### src/rtl/mmio_uart_pkg.sv
// Shared constants and state encoding for the memory-mapped UART transmitter.
package mmio_uart_pkg;

   localparam int unsigned UART_CTRL_OFS        = 8;
   localparam int unsigned UART_DATA_OFS        = 12;
   localparam int unsigned READY_BIT            = 0;
   localparam int unsigned OVERRUN_BIT          = 1;
   localparam int unsigned DEFAULT_CLKS_PER_BIT = 434;

   typedef enum logic [1:0] {
      TX_IDLE  = 2'd0,
      TX_START = 2'd1,
      TX_DATA  = 2'd2,
      TX_STOP  = 2'd3
   } tx_state_e;

endpackage

### src/rtl/mmio_uart_tx_baud.sv
// Bit-period counter: runs 0..CLKS_PER_BIT-1 and flags the last cycle of each bit.
module uart_baud_counter
   import mmio_uart_pkg::*;
#(
   parameter int unsigned CLKS_PER_BIT = DEFAULT_CLKS_PER_BIT
) (
   input  logic clk,
   input  logic reset,
   input  logic clear,
   output logic tick
);

   localparam int unsigned CNT_W = (CLKS_PER_BIT > 1) ? $clog2(CLKS_PER_BIT) : 1;
   localparam logic [CNT_W-1:0] LAST_CNT = CNT_W'(CLKS_PER_BIT - 1);

   logic [CNT_W-1:0] cnt;

   assign tick = (cnt == LAST_CNT);

   always_ff @(posedge clk) begin
      if (reset || clear || tick) begin
         cnt <= '0;
      end else begin
         cnt <= cnt + CNT_W'(1);
      end
   end

endmodule

### src/rtl/mmio_uart_tx.sv
// MMIO UART transmitter: CTRL/DATA register decode, one-deep holding register,
// sticky overrun flag and an 8N1 serialiser with a registered line output.
//
//   state    | meaning
//   TX_IDLE  | line high, waiting for the holding register to fill
//   TX_START | start bit (line low) for one bit period
//   TX_DATA  | eight data bits, LSB first
//   TX_STOP  | stop bit (line high); chains straight into TX_START if a byte waits
module mmio_uart_tx
   import mmio_uart_pkg::*;
#(
   parameter int unsigned CLKS_PER_BIT = DEFAULT_CLKS_PER_BIT,
   parameter logic [31:0] BASE_ADDR    = 32'hFFFF_0000
) (
   input  logic        clk,
   input  logic        reset,
   input  logic [31:0] Address,
   input  logic [31:0] WriteData,
   input  logic        MemWrite,
   input  logic        MemRead,
   output logic [31:0] ReadData,
   output logic        Hit,
   output logic        TxSerial,
   output logic        TxBusy
);

   localparam logic [31:0] CTRL_ADDR = BASE_ADDR + 32'(UART_CTRL_OFS);
   localparam logic [31:0] DATA_ADDR = BASE_ADDR + 32'(UART_DATA_OFS);

   logic        sel_ctrl;
   logic        sel_data;
   logic        ctrl_wr;
   logic        data_wr;
   logic [7:0]  hold;
   logic        hold_valid;
   logic        overrun;
   logic        consume;
   logic [31:0] status;

   tx_state_e   state;
   logic [7:0]  shift;
   logic [2:0]  bit_idx;
   logic        tx_line;
   logic        tick;

   logic        unused_ok;
   assign unused_ok = ^{Address[1:0], WriteData[31:8]};

   assign sel_ctrl = (Address[31:2] == CTRL_ADDR[31:2]);
   assign sel_data = (Address[31:2] == DATA_ADDR[31:2]);
   assign Hit      = sel_ctrl | sel_data;
   assign ctrl_wr  = MemWrite & sel_ctrl;
   assign data_wr  = MemWrite & sel_data;

   always_comb begin
      status              = '0;
      status[READY_BIT]   = ~hold_valid;
      status[OVERRUN_BIT] = overrun;
   end

   always_comb begin
      ReadData = '0;
      if (MemRead) begin
         if (sel_ctrl) begin
            ReadData = status;
         end else if (sel_data) begin
            ReadData = {24'h0, hold};
         end
      end
   end

   // The FSM takes the held byte when idle or at the final cycle of a stop bit.
   assign consume = hold_valid & ((state == TX_IDLE) | ((state == TX_STOP) & tick));

   always_ff @(posedge clk) begin
      if (reset) begin
         hold       <= '0;
         hold_valid <= 1'b0;
         overrun    <= 1'b0;
      end else begin
         if (data_wr && !hold_valid) begin
            hold       <= WriteData[7:0];
            hold_valid <= 1'b1;
         end else if (consume) begin
            hold_valid <= 1'b0;
         end
         // A write that finds the buffer full is dropped even if it drains this edge.
         if (data_wr && hold_valid) begin
            overrun <= 1'b1;
         end else if (ctrl_wr && WriteData[OVERRUN_BIT]) begin
            overrun <= 1'b0;
         end
      end
   end

   uart_baud_counter #(
      .CLKS_PER_BIT (CLKS_PER_BIT)
   ) u_baud (
      .clk   (clk),
      .reset (reset),
      .clear (state == TX_IDLE),
      .tick  (tick)
   );

   // tx_line is loaded with the level of the state being entered, so it tracks state exactly.
   always_ff @(posedge clk) begin
      if (reset) begin
         state   <= TX_IDLE;
         shift   <= '0;
         bit_idx <= '0;
         tx_line <= 1'b1;
      end else begin
         case (state)
            TX_IDLE: begin
               if (hold_valid) begin
                  shift   <= hold;
                  state   <= TX_START;
                  tx_line <= 1'b0;
               end
            end
            TX_START: begin
               if (tick) begin
                  bit_idx <= '0;
                  state   <= TX_DATA;
                  tx_line <= shift[0];
               end
            end
            TX_DATA: begin
               if (tick) begin
                  shift   <= shift >> 1;
                  bit_idx <= bit_idx + 3'd1;
                  if (bit_idx == 3'd7) begin
                     state   <= TX_STOP;
                     tx_line <= 1'b1;
                  end else begin
                     tx_line <= shift[1];
                  end
               end
            end
            TX_STOP: begin
               if (tick) begin
                  if (hold_valid) begin
                     shift   <= hold;
                     state   <= TX_START;
                     tx_line <= 1'b0;
                  end else begin
                     state   <= TX_IDLE;
                     tx_line <= 1'b1;
                  end
               end
            end
            default: begin
               state   <= TX_IDLE;
               tx_line <= 1'b1;
            end
         endcase
      end
   end

   assign TxSerial = tx_line;
   assign TxBusy   = (state != TX_IDLE);

endmodule

### config.mk
export PLATFORM = sky130hd
export DESIGN_NAME = mmio_uart_tx
export DESIGN_NICKNAME = d
export VERILOG_FILES = /design/src/rtl/mmio_uart_pkg.sv /design/src/rtl/mmio_uart_tx_baud.sv /design/src/rtl/mmio_uart_tx.sv
export SDC_FILE = /design/constraint.sdc
export NUM_CORES = 1
export LEC_CHECK = 0
export BUFFER_PORTS_ARGS = -buffer_cell sky130_fd_sc_hd__buf_2
export CELL_PAD_IN_SITES_DETAIL_PLACEMENT = 2
export CELL_PAD_IN_SITES_GLOBAL_PLACEMENT = 2
export CORE_UTILIZATION = 27
export DETAILED_ROUTE_END_ITERATION = 10
export MAX_ROUTING_LAYER = met4
export PLACE_DENSITY = 0.82
export SETUP_SLACK_MARGIN = 0.2
export SKIP_CTS_REPAIR_TIMING = 1
export SYNTH_ARGS = -nofsm -noshare
export SYNTH_HDL_FRONTEND = slang
export SYNTH_SLANG_ARGS = --single-unit
### constraint.sdc
create_clock -name clk -period 2.8 [get_ports clk]
set_input_delay 0.56 -clock clk [delete_from_list [all_inputs] [get_ports clk]]
set_output_delay 0.56 -clock clk [all_outputs]
set_load 0.02 [all_outputs]
==> summary.md <==
| Metric | Value |
|---|---|
| Crit path max fanout | `4` |
| Worst-path clk slew | `70 ps` |
| Worst Path Required | `2240 ps` |
| Drc violations | `0` |
| CP most frequent cell | `buf_2` |
| Clock power share | `39.2%` |
| Sw Pwr | `357 uW` |
| CTS Buf Count | `5` |
| H-tree lvl count | `2` |
| Seq. cell area | `661 um^2` |
| Final wirelength | `6180 um` |
| First-pass GRT wire length | `between 9000 and 10,000 um` |
| DP HPWL | `4400 um` |
| Die Width | `89.6 um` |
| Top Ports | `103` |
| Synth Warn # | `0` |
| Antenna viol nets, final | `0` |
| Core Area | `7330 um^2` |
| Leakage power | `roughly 0.98 nW` |
| Worst Path Arrival | `1900 ps` |
| Critical Path Start | `Address[4]` |
| FFs w/ async S/R, synth | `0%` |
| Count of nets after finishing | `370` |
| Antenna violations before repair | `0` |
| RSZ-0062 raised after global routing | `no` |
| Clock Latency Late Sink | `290 ps` |
| R2R setup slack | `640 ps` |
| Drt pass-1 iters | `4` |
| Routed vias | `1,879` |
| Slew HR | `between 50 and 60%` |
| Register share of total power | `40.9%` |
| Final Max Tran Viols | `0` |
| Power Internal | `just under 900 uW` |
| Top cell type's share of synthesized area | `between 30% and 40%` |
| Syn-to-layout area delta | `19.0%` |
| Cell Pwr Density | `about 500 nW/um^2` |
| Crit path max-delay family | `simple AND/OR/NAND/NOR gates` |
| # setup viols final | `0` |
| CTS max path bufs | `2` |
| Filler cells | `between 800 and 900` |
| Hold Crit Start | `bit_idx[2]` |
| Gp weighted congestion | `0.773` |
| Synthesized instance count | `236` |
| Post-synth EDFFs | `0` |
| Top FF cell, synth | `dfxtp_1` |
| CTS tree | `yes` |
| Largest net degree at the start of global routing | `24` |
| Final Hold Fails | `0` |
| Area of the mapped netlist | `2070 um^2` |
| Critical Path Start Type | `input pin` |
| Critical path capture point type | `output pin` |
| Hold depth | `2` |
| Switching share of total power | `29.2%` |
| Skew final | `4.32 ps` |
| Vias per cell | `4.79` |
| Slew @ Worst Pin | `between 600 and 700 ps` |
| Tmin final | `around 2500 ps` |
| Layout cell share with drive strength beyond 1 | `25.9%` |
| Max cap viols | `0` |
| Area contributors post-synth | `dfxtp_1, buf_4, mux2i_1, ha_1, nand2b_1` |
| Hold Path Sink | `bit_idx[2]` |
| Part of the cycle the worst path needs | `88.0%` |
| Reg2reg path depth | `6` |
| Status | `completed` |
| Critical-path cell list | `buf_2 > nand4b_1 > nor4_1 > buf_4 > and2_1 > and3_1 > buf_2` |
| Routed len/inst | `15.8 um` |
| N_diodes | `0` |
| Part of the power in combinational logic | `between 10% and 20%` |
| Synth cell types | `48` |
| FF-to-FF Start | `state[0]` |
| Final worst slack | `around 340 ps` |
| Max Clk Rate | `roughly 410 MHz` |
| Syn Area/Cell | `8.77 um^2` |
| Type of the worst min-delay path | `flip-flop to flip-flop` |
| Global route overflow | `0` |
| Total track usage | `16.5%` |
| Vert. Die Dim | `89.6 um` |
| Setup_tns | `0 ps` |
| Worst path max stage delay | `380 ps` |
| #FFs+latches synth | `33` |
| Vias in the first global route | `1,976` |
| CP max-delay cell | `nor4_1` |
| Clk sinks | `33` |
| Area leader, netlist | `dfxtp_1` |
| Die area | `between 8000 and 9000 um^2` |
| Critical path class | `input pin to output pin` |
| DRT iter0 DRCs | `47` |
| Port Buffers | `52` |
| Sequential fraction of the synthesis area | `31.9%` |
| Initial Utilization | `28.2%` |
| Num rows | `31` |
| Worst vdd ir | `between 0.2 and 0.3 mV` |
| Root buffer cell | `clkbuf_8` |
| Pre-CTS setup slack | `162 ps` |
| Area of the multi-input gates | `1210 um^2` |
| Worst path buffer plus inverter count | `3` |
| Critical R2R Capture | `shift[7]` |
placed cells by master (no fill, tap or decap), drive strengths merged, types with 2 or more instances in the layout:
cell,n
xor2,4
nor4,2
a211oi,3
conb,24
dfxtp,33
nor4b,2
nor2,25
clkbuf,7
nand4,6
xnor2,3
ha,10
o21ai,7
mux2i,16
or2b,2
nand3,4
nor3,2
nand2,5
buf,59
o22ai,2
a311oi,8
nand2b,16
nand3b,2
a21oi,13
and3,5
and4,3
inv,11
cell type report:
cell class	count	share of cell area, %
clock buffers	7	3.50
repair buffers	59	12.7
well taps	99	5.03
inverters	11	1.68
clock inverters	1	1.22
flip-flops and latches	33	26.8
multi-input cells	182	49.1
worst reg2reg max path: cells and delay by family (launching register included):
| kind | cells | cell delay (ps) |
|---|---|---|
| buffers and inverters | 1 | 170 |
| adders and majority gates | 1 | 450 |
| DFF | 1 | 380 |
| and+or+nand+nor | 3 | 920 |
| AOI/OAI and AO/OA | 1 | 170 |
metrics by stage:
stage	area [um^2]	util [%]	cells	hold slack, ps	total power, mW
global placement	2330	31.8	382	460	0.732
floorplan	2160	-	259	441	0.691
detailed placement	2330	31.8	382	478	0.740
finish	2460	33.6	392	489	1.22
CTS	2450	33.4	390	487	1.23
global route	2460	33.6	392	501	1.28
layer usage:
| layer | up-vias | track usage, % | wire (um) |
|---|---|---|---|
| met3 | 5 | 2.10 | 253 |
| met5 | - | - | 0 |
| met2 | 67 | 30.1 | 3280 |
| met1 | 909 | 18.4 | 2570 |
| met4 | 0 | 5.48 | 66 |
| li1 | 898 | - | - |
logic make-up (layout without fill, tap and decap cells):
logic type / Yosys count / in the layout / synth area share (%)
simple gates: 85 / 85 / 23.7
buf+inv: 44 / 78 / 13.8
compound gates: 39 / 39 / 13.1
flops: 33 / 33 / 31.9
mux: 17 / 17 / 8.28
fa+ha+maj: 10 / 10 / 6.04
xor+xnor: 7 / 7 / 2.96
other cells: 1 / 24 / 0.181
flip-flops by register name, indices dropped and copies added, names as in the netlist:
name	count
TxSerial	1
state	2
u_baud.cnt	9
hold	8
shift	8
hold_valid	1
overrun	1
bit_idx	3
worst max path at each step:
stage                        endpoint  slack [ps]  cells past startpoint
after floorplan           ReadData[0]         490                      4
after global placement    ReadData[7]         290                      6
after detailed placement  ReadData[5]         160                      6
after CTS                 ReadData[5]         160                      6
after global routing      ReadData[1]         190                      7
final                     ReadData[1]         340                      7
synth_stat cells (2+ instances only):
cell	number
dfxtp_1	33
buf_4	25
nor2_1	25
mux2i_1	16
nand2b_1	16
a21oi_1	13
inv_1	11
ha_1	10
a311oi_1	8
o21ai_0	7
nand4_1	6
and3_1	5
nand2_1	5
nand3_1	4
xor2_1	4
a211oi_1	3
and4_1	3
clkbuf_1	3
xnor2_1	3
buf_2	2
buf_6	2
nand3b_1	2
nor3_1	2
nor4_1	2
nor4b_1	2
or2b_2	2
power groups by stage:
stage	Sequential (mW)	Combinational [mW]	Clock (mW)
after floorplan	0.510	0.181	0
after global placement	0.508	0.224	0
after detailed placement	0.508	0.232	0
after CTS	0.500	0.243	0.486
after global routing	0.502	0.268	0.508
final	0.500	0.243	0.478
Power figures use the tool's default switching activity.
